==> config.mk <==
export PLATFORM = sky130hd
export DESIGN_NAME = operand_capture_reader
export DESIGN_NICKNAME = d
export VERILOG_FILES = /design/src/rtl/operand_capture_pkg.sv /design/src/rtl/operand_capture_reader_hex7seg.sv /design/src/rtl/operand_capture_reader.sv
export SDC_FILE = /design/constraint.sdc
export NUM_CORES = 1
export LEC_CHECK = 0
export ABC_AREA = 1
export CAP_MARGIN = 15
export CELL_PAD_IN_SITES_DETAIL_PLACEMENT = 1
export CELL_PAD_IN_SITES_GLOBAL_PLACEMENT = 1
export CORE_ASPECT_RATIO = 1.1
export CORE_UTILIZATION = 44
export DETAILED_ROUTE_END_ITERATION = 12
export PLACE_DENSITY_LB_ADDON = 0.1
export SLEW_MARGIN = 25
export SYNTH_ARGS = -nofsm -noshare
export SYNTH_HDL_FRONTEND = slang
export SYNTH_SLANG_ARGS = --single-unit
export TNS_END_PERCENT = 100
==> constraint.sdc <==
create_clock -name CLOCK_50 -period 3.4 [get_ports CLOCK_50]
set_clock_uncertainty 0.1 [all_clocks]
set_input_delay 1.02 -clock CLOCK_50 [delete_from_list [all_inputs] [get_ports CLOCK_50]]
set_output_delay 1.02 -clock CLOCK_50 [all_outputs]
set_load 0.02 [all_outputs]
==> src/rtl/operand_capture_pkg.sv <==
// Shared state encoding and 7-segment constants for operand_capture_reader.
package operand_capture_pkg;

    // One-hot-ish state code, driven straight onto LEDG.
    typedef enum logic [1:0] {
        S_A    = 2'b01,
        S_B    = 2'b10,
        S_DONE = 2'b11
    } state_e;

    localparam int unsigned OP_W  = 8;
    localparam int unsigned SEG_W = 7;

    // Active-low segments, bit0 = segment a.
    localparam logic [SEG_W-1:0] SEG_ZERO = 7'h40;

    localparam logic [SEG_W-1:0] HEX_SEG [16] = '{
        7'h40, 7'h79, 7'h24, 7'h30, 7'h19, 7'h12, 7'h02, 7'h78,
        7'h00, 7'h10, 7'h08, 7'h03, 7'h46, 7'h21, 7'h06, 7'h0E
    };

endpackage

==> src/rtl/operand_capture_reader_hex7seg.sv <==
// Nibble to active-low 7-segment decoder (table lookup).
module hex7seg
    import operand_capture_pkg::*;
(
    input  logic [3:0]       nib_i,
    output logic [SEG_W-1:0] seg_o
);

    // Pure table lookup; no state.
    always_comb begin
        seg_o = HEX_SEG[nib_i];
    end

endmodule

==> src/rtl/operand_capture_reader.sv <==
// Captures operand A then B from SW on debounced presses of Load_n,
// shows them on HEX3..HEX0 and their 9-bit sum on LEDR.
// Optional build macro: LIVE_SW_VIEW_EN (HEX previews live SW for the
// operand about to be captured).
module operand_capture_reader
    import operand_capture_pkg::*;
#(
    parameter int unsigned DEBOUNCE_CYCLES = 500000,
    parameter int unsigned CNT_W           = 20
) (
    input  logic             CLOCK_50,
    input  logic             Resetn,
    input  logic [OP_W-1:0]  SW,
    input  logic             Load_n,
    output logic [SEG_W-1:0] HEX3,
    output logic [SEG_W-1:0] HEX2,
    output logic [SEG_W-1:0] HEX1,
    output logic [SEG_W-1:0] HEX0,
    output logic [OP_W:0]    LEDR,
    output logic [1:0]       LEDG
);

    logic             sync1_q, sync2_q;
    logic [1:0]       fill_q;
    logic             deb_q, deb_d;
    logic             deb_prev_q;
    logic [CNT_W-1:0] cnt_q, cnt_d;
    logic             armed_q, armed_d;
    logic             load_p_q, load_p_d;
    logic             ld_s;

    state_e           state_q, state_d;
    logic [OP_W-1:0]  a_q, a_d, b_q, b_d;
    logic [OP_W:0]    ledr_q, ledr_d;

    assign ld_s = sync2_q;

    // Debounce counter, pulse generation and post-reset arming.
    // armed_q blocks the press edge until a real released sample has been
    // seen, so a button held through reset cannot capture.
    always_comb begin
        deb_d    = deb_q;
        cnt_d    = '0;
        armed_d  = armed_q | (fill_q[1] & ld_s & deb_q);
        load_p_d = armed_q & deb_prev_q & ~deb_q;
        if (ld_s != deb_q) begin
            if (cnt_q == CNT_W'(DEBOUNCE_CYCLES - 1)) begin
                deb_d = ld_s;
                cnt_d = '0;
            end else begin
                cnt_d = cnt_q + CNT_W'(1);
            end
        end
    end

    // Synchroniser, debounce and edge-detect registers.
    always_ff @(posedge CLOCK_50 or negedge Resetn) begin
        if (!Resetn) begin
            sync1_q    <= 1'b1;
            sync2_q    <= 1'b1;
            fill_q     <= 2'b00;
            deb_q      <= 1'b1;
            deb_prev_q <= 1'b1;
            cnt_q      <= '0;
            armed_q    <= 1'b0;
            load_p_q   <= 1'b0;
        end else begin
            sync1_q    <= Load_n;
            sync2_q    <= sync1_q;
            fill_q     <= {fill_q[0], 1'b1};
            deb_q      <= deb_d;
            deb_prev_q <= deb_q;
            cnt_q      <= cnt_d;
            armed_q    <= armed_d;
            load_p_q   <= load_p_d;
        end
    end

    // Capture sequencing: A, then B, then restart with a new A.
    always_comb begin
        state_d = state_q;
        a_d     = a_q;
        b_d     = b_q;
        ledr_d  = ledr_q;
        case (state_q)
            S_A: begin
                if (load_p_q) begin
                    a_d     = SW;
                    state_d = S_B;
                end
            end
            S_B: begin
                if (load_p_q) begin
                    b_d     = SW;
                    ledr_d  = {1'b0, a_q} + {1'b0, SW};
                    state_d = S_DONE;
                end
            end
            S_DONE: begin
                if (load_p_q) begin
                    a_d     = SW;
                    b_d     = '0;
                    ledr_d  = '0;
                    state_d = S_B;
                end
            end
            default: begin
                state_d = S_A;
                ledr_d  = '0;
            end
        endcase
    end

    // Operand, state and sum registers.
    always_ff @(posedge CLOCK_50 or negedge Resetn) begin
        if (!Resetn) begin
            state_q <= S_A;
            a_q     <= '0;
            b_q     <= '0;
            ledr_q  <= '0;
        end else begin
            state_q <= state_d;
            a_q     <= a_d;
            b_q     <= b_d;
            ledr_q  <= ledr_d;
        end
    end

    logic [OP_W-1:0] show_a, show_b;

`ifdef LIVE_SW_VIEW_EN
    // Preview live SW for whichever operand the next press will capture.
    always_comb begin
        show_a = (state_q == S_A) ? SW : a_q;
        show_b = (state_q == S_B) ? SW : b_q;
    end
`else
    // Display the captured operands only.
    always_comb begin
        show_a = a_q;
        show_b = b_q;
    end
`endif

    hex7seg u_hex3 (.nib_i(show_a[7:4]), .seg_o(HEX3));
    hex7seg u_hex2 (.nib_i(show_a[3:0]), .seg_o(HEX2));
    hex7seg u_hex1 (.nib_i(show_b[7:4]), .seg_o(HEX1));
    hex7seg u_hex0 (.nib_i(show_b[3:0]), .seg_o(HEX0));

    assign LEDR = ledr_q;
    assign LEDG = state_q;

endmodule

==> summary.md, run 1 <==
| Metric | Value |
|---|---|
| Flops & latches, synth | 55 |
| Pwr per Cell Area | roughly 250 mW/mm^2 |
| Worst setup SP type | flop |
| Nets | 599 |
| Final instance area | between 0.004 and 0.005 mm^2 |
| Inst Count DP | 655 |
| Area growth syn-to-layout | 19.16% |
| Final WS setup | 143.1 ps |
| Final hold violation count | 0 |
| Rel. slew slack | between 60 and 70% |
| Fmax | just over 300 MHz |
| H-tree levels | 2 |
| Setup Slack @ Placement | 396.9 ps |
| Final HPWL DP | 7925 um |
| Rows | 34 |
| Hold_buf cts | 0 |
| Vias in the first global route | between 3000 and 4000 |
| Hold depth | 0 |
| Mapped Area | between 0.003 and 0.004 mm^2 |
| Total GRT Usage | 24.67% |
| CTS tree | built |
| DRT Wirelength | between 9000 and 10000 um |
| Initial antenna violation count | 0 |
| DP Area | around 0.0043 mm^2 |
| Distinct cells, synth | 39 |
| Vias | 3442 |
| Critical Path RT | about 2300 ps |
| Initial Util | 46.14% |
| Leak | between 2 and 2.5 nW |
| EDFF count, synth | 0 |
| Register-to-Register Path Depth | 8 |
| Mapped Cells | ~510 |
| Die Height | between 90 and 100 um |
| Origin of the critical flop-to-flop path | a_q[0] |
| Core area | around 0.0080 mm^2 |
| RSZ-0062 raised after global routing | false |
| Residual DRC | 0 |
| Die Wd | just under 90 um |
| Final Setup Violations | 0 |
| Hold Path Class | reg2reg |
| Outcome | completed |
| WL per Instance | approximately 15 um |
| HP Start | sync1_q |
| Asr flop ratio synth | 100.0% |
| Main synth FF type | dfrtp_1 |
| Worst-case clock buffer depth | 2 |
| Synth area leader | dfrtp_1 |
| Antenna Cells | 0 |
| Clock Tree Root | clkbuf_8 |
| CTS Buf Count | 5 |
| DRT Pass-1 Iters | 4 |
| Register area share after synthesis | 37.27% |
| Iteration-0 DRC count of the detailed router | 98 |
| Ys Warns | 0 |
| Synth Area per Inst | roughly 7.3 um^2 |
| Final min period | around 3300 ps |
| Postcts setup bufs | 0 |
| Clock transition at path regs | between 100 and 150 ps |
| Final ANT Viol Nets | 0 |
| Final worst path period share | a little over nine tenths |
| Maximum VDD drop | 0.0001654 V |
| Share of the synthesized area in the top cell type | between 30 and 40% |
| Cells taking the most area after synthesis | dfrtp_1, nand2_1, ha_1 |
| Worst-Margin Slew | 593.4 ps |
| Setup TNS | 0 ps |
| CP Data Arrival Time | roughly 2100 ps |
| Layout cells sized above 1 | under 10% |
| Post-Syn Nets | 550 |
| Clk_lat worst skew | just over 300 ps |
| Critical setup path kind | reg2out |
| Post-route insts no fill | around 660 |
| Ports | 50 |
| First-pass GRT wire length | approximately 17000 um |
| GR Overflow Total | 0 |
| Max FO, Critical Path | 7 |
| Critical Path Sink Type | output port |
| Routed vias/inst | around 5.2 |
| Port bufs | 49 |
| Slew Viols, Final | 0 |
| Pin count of the biggest net entering global routing | 33 |
| Maxcap violations | 0 |
| CP Launch Point | b_q[0] |
| Clock Sinks | 55 |
| Gpl congestion | between 0.8 and 0.9 |
| Die area | 0.008803 mm^2 |
==> cell type report <==
class                      instances  area (um^2)
fill                            1048         3620
multi-input combinational        370         2021
sequential                        55         1388
timing repair buffer              50        513.0
inverter                          72        270.3
tap                              108        135.1
clock buffer                       5        68.82
clock inverter                     3        25.02
==> synthesized netlist by cell type (2+ instances only) <==
cell type,count
nand3_1,35
o22ai_1,8
ha_1,33
a22o_1,2
a21oi_1,26
inv_2,2
inv_1,67
nor3_1,3
nand3b_1,2
nand2_1,128
nor2_2,4
clkinv_1,3
clkbuf_1,6
dfstp_2,5
nand2_2,5
o31ai_1,4
o21ai_0,32
nor2_4,2
xnor2_1,4
nand4_1,3
o211ai_1,2
dfrtp_1,50
xor2_1,3
nor2_1,60
a32oi_1,2
==> metal layers <==
metal	global-route usage, %	share of wire [%]	vias up
li1	-	-	1715
met4	7.814	1.8	0
met3	2.959	1.7	16
met2	47.44	56	46
met5	0	0	-
met1	27.10	40	1665
==> kinds of logic (layout without fill, tap and decap cells) <==
| group | after synthesis | count (layout) | share of synthesized area [%] |
|---|---|---|---|
| buffers and inverters | 80 | 130 | 8.330 |
| adder cells (fa/ha/maj) | 34 | 34 | 11.67 |
| other | 1 | 1 | 0.1011 |
| AO/OA/AOI/OAI | 81 | 81 | 12.38 |
| flip-flops | 55 | 55 | 37.27 |
| XOR/XNOR | 8 | 8 | 2.091 |
| AND/OR/NAND/NOR | 246 | 246 | 28.16 |
==> state kept, by name, indices dropped and copies added (netlist names) <==
signal	flops
deb_q	1
ld_s	1
fill_q	2
cnt_q	20
load_p_q	1
sync1_q	1
armed_q	1
LEDG	2
deb_prev_q	1
LEDR	9
b_q	8
a_q	8
==> worst max-delay path: stages (launching register included) <==
cell and delay [ps]:
dfrtp_1 420, inv_1 200, ha_1 280, o21ai_0 160, nand2_1 60, o21ai_0 80, clkdlybuf4s50_1 620
==> where the power goes <==
group,internal [W],switching [W],leakage [nW]
Clock,0.000148,0.000226,0.0443
Sequential,0.000660,0.00000430,0.659
Combinational,0.0000294,0.0000514,1.48
Total,0.000837,0.000282,2.19
==> what timing repair did <==
item	CTS	global route
gates resized for setup	0	8
hold endpoints to repair	0	0
setup endpoints to repair	0	5
==> layout by cell type (no fill, tap or decap), drive strengths merged, types with 3 or more instances in the layout <==
cell type,Yosys,routed
nand2,133,133
inv,69,69
nor2,66,66
dfrtp,50,50
clkdlybuf4s50,0,45
nand3,36,36
o21ai,33,33
ha,33,33
a21oi,26,26
o22ai,8,8
dfstp,5,5
clkbuf,6,5
clkinv,3,5
o31ai,4,4
xnor2,4,4
xor2,4,4
nand4,3,3
nor3,3,3
dlymetal6s2s,0,3
==> stage by stage <==
step / hold WS (ps) / total power, W / utilization (%)
3_5_place_dp: 238.6 / 0.0007584 / 53.63
6_report: 261.7 / 0.001119 / 54.98
5_1_grt: 265.7 / 0.001173 / 54.98
4_1_cts: 263.9 / 0.001142 / 54.79
3_3_place_gp: 233.9 / 0.0007546 / 53.63
2_1_floorplan: 231.2 / 0.0007151 / -
==> worst paths after layout <==
check / slack (ps) / endpoint
max: 140 / HEX0[3]
min: 260 / ld_s
max reg2reg: 1480 / LEDR[8]
min reg2reg: 260 / ld_s
max in group asynchronous: 1950 / deb_prev_q
min in group asynchronous: 600 / cnt_q[13]
Note: power is estimated with default switching activity, not from simulation.
==> inputs of run 2 (changes only) <==
- ABC_AREA: 1 -> unset
- CORE_UTILIZATION: 44 -> 46
==> run 2 against run 1 <==
Flip-flop and latch count did not move. Sequential power rose by 2%. Via count fell by 19%. Wire length fell by 20%. Die area fell by 6.7%. First-iteration DRC count fell by 21%. Largest cell class unchanged. Area after synthesis fell by 2.6%. Non-clock buffer count rose by 6. Design area fell by 1.8%. Clock power rose by 20%. Setup slack got worse by 9.3 ps.
==> summary.md, run 2 <==
| Metric | Value |
|---|---|
| Final min period | 3266 ps (+9.322 ps) |
| Pwr per Cell Area | 305.6 mW/mm^2 (+21%) |
| Initial Util | 48.07% (+1.9 points) |
| Cells taking the most area after synthesis | dfrtp_1, ha_1, xnor2_1 |
| Critical Path Sink Type | output port |
| Rel. slew slack | 52.18% (-8.3 points) |
| DRT Pass-1 Iters | 4 (unchanged) |
| Top-count cell post-synth | dfrtp_1 |
| Area growth syn-to-layout | 20.12% |
| EDFF count, synth | 0 (unchanged) |
| Leak | 1.971 nW (-9.9%) |
| CTS tree | built |
| Fmax | 306.2 MHz (-0.29%) |
| Ports | 50 (unchanged) |
| Worst-Margin Slew | 717.3 ps (+123.9 ps) |
| Worst setup SP type | flop |
| Inst Count DP | 514 (-22%) |
| Iteration-0 DRC count of the detailed router | 77 (-21%) |
| Final ANT Viol Nets | 0 (unchanged) |
| Critical setup path kind | reg2out |
| Mapped Cells | 366 (-28%) |
| CP max stage delay | 640 ps (+20 ps) |
| Pin count of the biggest net entering global routing | 24 (-27%) |
| Postcts setup bufs | 0 (unchanged) |
| Flops & latches, synth | 55 (unchanged) |
| Total GRT Usage | 20.83% (-3.8 points) |
| Vias | 2786 (-19%) |
| Worst-case clock buffer depth | 2 (unchanged) |
| # resized after CTS | 6 (+6) |
| Die Height | 94.94 um (-3.4%) |
| Clk_lat worst skew | 310 ps (about the same) |
| DRT Wirelength | 7993 um (-20%) |
| Share of the synthesized area in the top cell type | 34.64% (+0.91 points) |
| Final hold violation count | 0 (unchanged) |
| GR Overflow Total | 0 (unchanged) |
| Post-route insts no fill | 522 (-21%) |
| CP Cell Sequence | inv_1 -> ha_1 -> mux2i_1 -> o21ai_0 -> clkdlybuf4s50_1 |
| Ys Warns | 0 (unchanged) |
| Slew Viols, Final | 0 (unchanged) |
| Routed vias/inst | 5.337 (+2.8%) |
| Main synth FF type | dfrtp_1 |
| Outcome | completed |
| Vias in the first global route | 2857 (-22%) |
| Synth Area per Inst | 9.869 um^2 (+34%) |
| Mapped Area | 0.003612 mm^2 (-2.6%) |
| Die area | 0.008211 mm^2 (-6.7%) |
| Layout cells sized above 1 | 13.19% (+6.3 points) |
| RSZ-0062 raised after global routing | false |
| Final HPWL DP | 6093 um (-23%) |
| Core area | 0.007515 mm^2 (-6.5%) |
| Port bufs | 49 (unchanged) |
| Final worst path period share | 96.06% (+0.27 points) |
| Synth area leader | dfrtp_1 |
| Most frequent cells in the layout | dfrtp_1, clkdlybuf4s50_1, nor2_1 |
| Gpl congestion | 0.8162 (-6.4%) |
| Max reg flops | 20 (unchanged) |
| Register-to-Register Path Depth | 7 (-1) |
| Register area share after synthesis | 38.28% (+1.0 points) |
| Commonest non-fill, non-tap cell in the layout | dfrtp_1 |
| Post-Syn Nets | 411 (-25%) |
| Maximum VDD drop | 0.0002233 V (+35%) |
| Hold_buf cts | 0 (unchanged) |
| Critical Path RT | 2280 ps (about the same) |
| Reg with most FFs | cnt_q |
| Clock transition at path regs | 100 ps (about the same) |
| Nets | 461 (-23%) |
| Clock Tree Root | clkbuf_8 |
| Asr flop ratio synth | 100.0% (unchanged) |
| Clock Sinks | 55 (unchanged) |
| First-pass GRT wire length | 13460 um (-20%) |
| CP Data Arrival Time | 2150 ps (about the same) |
| Residual DRC | 0 (unchanged) |
| Hold Path Class | reg2reg |
| Commonest cells in the netlist | dfrtp_1, nor2_1, ha_1 |
| Max FO, Critical Path | 7 (unchanged) |
| Rows | 33 (-2.9%) |
| Final Setup Violations | 0 (unchanged) |
| Final hold slack | 257.8 ps (-3.900 ps) |
| Initial antenna violation count | 0 (unchanged) |
| WL per Instance | 15.31 um (+2.1%) |
| H-tree levels | 2 (unchanged) |
| Setup TNS | 0 ps (unchanged) |
| Distinct cells, synth | 55 (+41%) |
| Die Wd | 86.49 um (-3.4%) |
| Maxcap violations | 0 (unchanged) |
| CTS Buf Count | 5 (unchanged) |
| Antenna Cells | 0 (unchanged) |
| Max stage delay cell, worst path | clkdlybuf4s50_1 |
| Hold depth | 0 (unchanged) |
run 2: cell count changes in the layout (fill, tap and decap cells not counted), sizes merged, moves of 9 or more:
| cell | before | now |
|---|---|---|
| mux2 | 0 | 11 |
| nand2b | 0 | 12 |
| xnor2 | 4 | 19 |
| a22o | 2 | 12 |
| mux2i | 0 | 10 |
| inv | 69 | 20 |
| nor2 | 66 | 41 |
| nand2 | 133 | 31 |
| a21oi | 26 | 9 |
| o21ai | 33 | 24 |
| nand3 | 36 | 10 |
run 2: routing by layer:
layer	global-route usage, %	vias to the layer above	share of wire [%]
met2	38.56	39	51
met5	0	-	0
met4	5.833	0	1.3
li1	-	1376	-
met1	25.14	1359	45
met3	2.885	12	2.3
run 2: cell families after synthesis:
| logic type | share of synthesized area, % |
|---|---|
| flip-flops | 38.28 |
| XOR/XNOR | 5.577 |
| buffers and inverters | 3.879 |
| other | 0.1038 |
| AO/OA/AOI/OAI | 11.57 |
| adder cells (fa/ha/maj) | 11.98 |
| AND/OR/NAND/NOR | 19.92 |
| multiplexers | 8.694 |
run 2: final cells by class:
cell class                      count  area (um^2)
Fill cell                         846         3176
Multi-Input combinational cell    279         2090
Sequential cell                    55         1386
Timing Repair Buffer               56        544.3
Tap cell                          105        131.4
Inverter                           19        71.32
Clock buffer                        5        68.82
Clock inverter                      3        47.55
run 2: final timing paths:
kind	slack, ps	end	startpoint
hold reg to reg	260	fill_q[1]	fill_q[0]
setup / recovery	130	HEX3[1]	a_q[4]
hold / removal	260	fill_q[1]	fill_q[0]
setup reg to reg	1080	LEDR[8]	a_q[0]
min in group asynchronous	580	b_q[0]	Resetn
max in group asynchronous	1900	sync1_q	Resetn
run 2: where the power goes:
part	internal, W	switching (W)	leakage [nW]
Clock	0.000224	0.000226	0.0587
Combinational	0.0000893	0.000108	1.23
Sequential	0.000665	0.0000140	0.681
Total	0.000978	0.000348	1.97
run 2: critical path: cells and delay by family, from the launching register on:
| kind | cells | cell delay (ps) |
|---|---|---|
| AO/OA/AOI/OAI | 1 | 220 |
| buffers and inverters | 2 | 760 |
| multiplexers | 1 | 70 |
| adder cells (fa/ha/maj) | 1 | 330 |
| flip-flops | 1 | 440 |
run 2: stage by stage:
stage,cell area [um^2],total power [W],util [%],setup slack [ps]
finish,4339,0.001326,57.74,133.8
global route,4339,0.001379,57.74,29.52
CTS,4329,0.001348,57.61,15.96
detailed placement,4213,0.0008902,56.06,39.30
global placement,4213,0.0008829,56.06,138.4
floorplan,3612,0.0008043,-,729.0
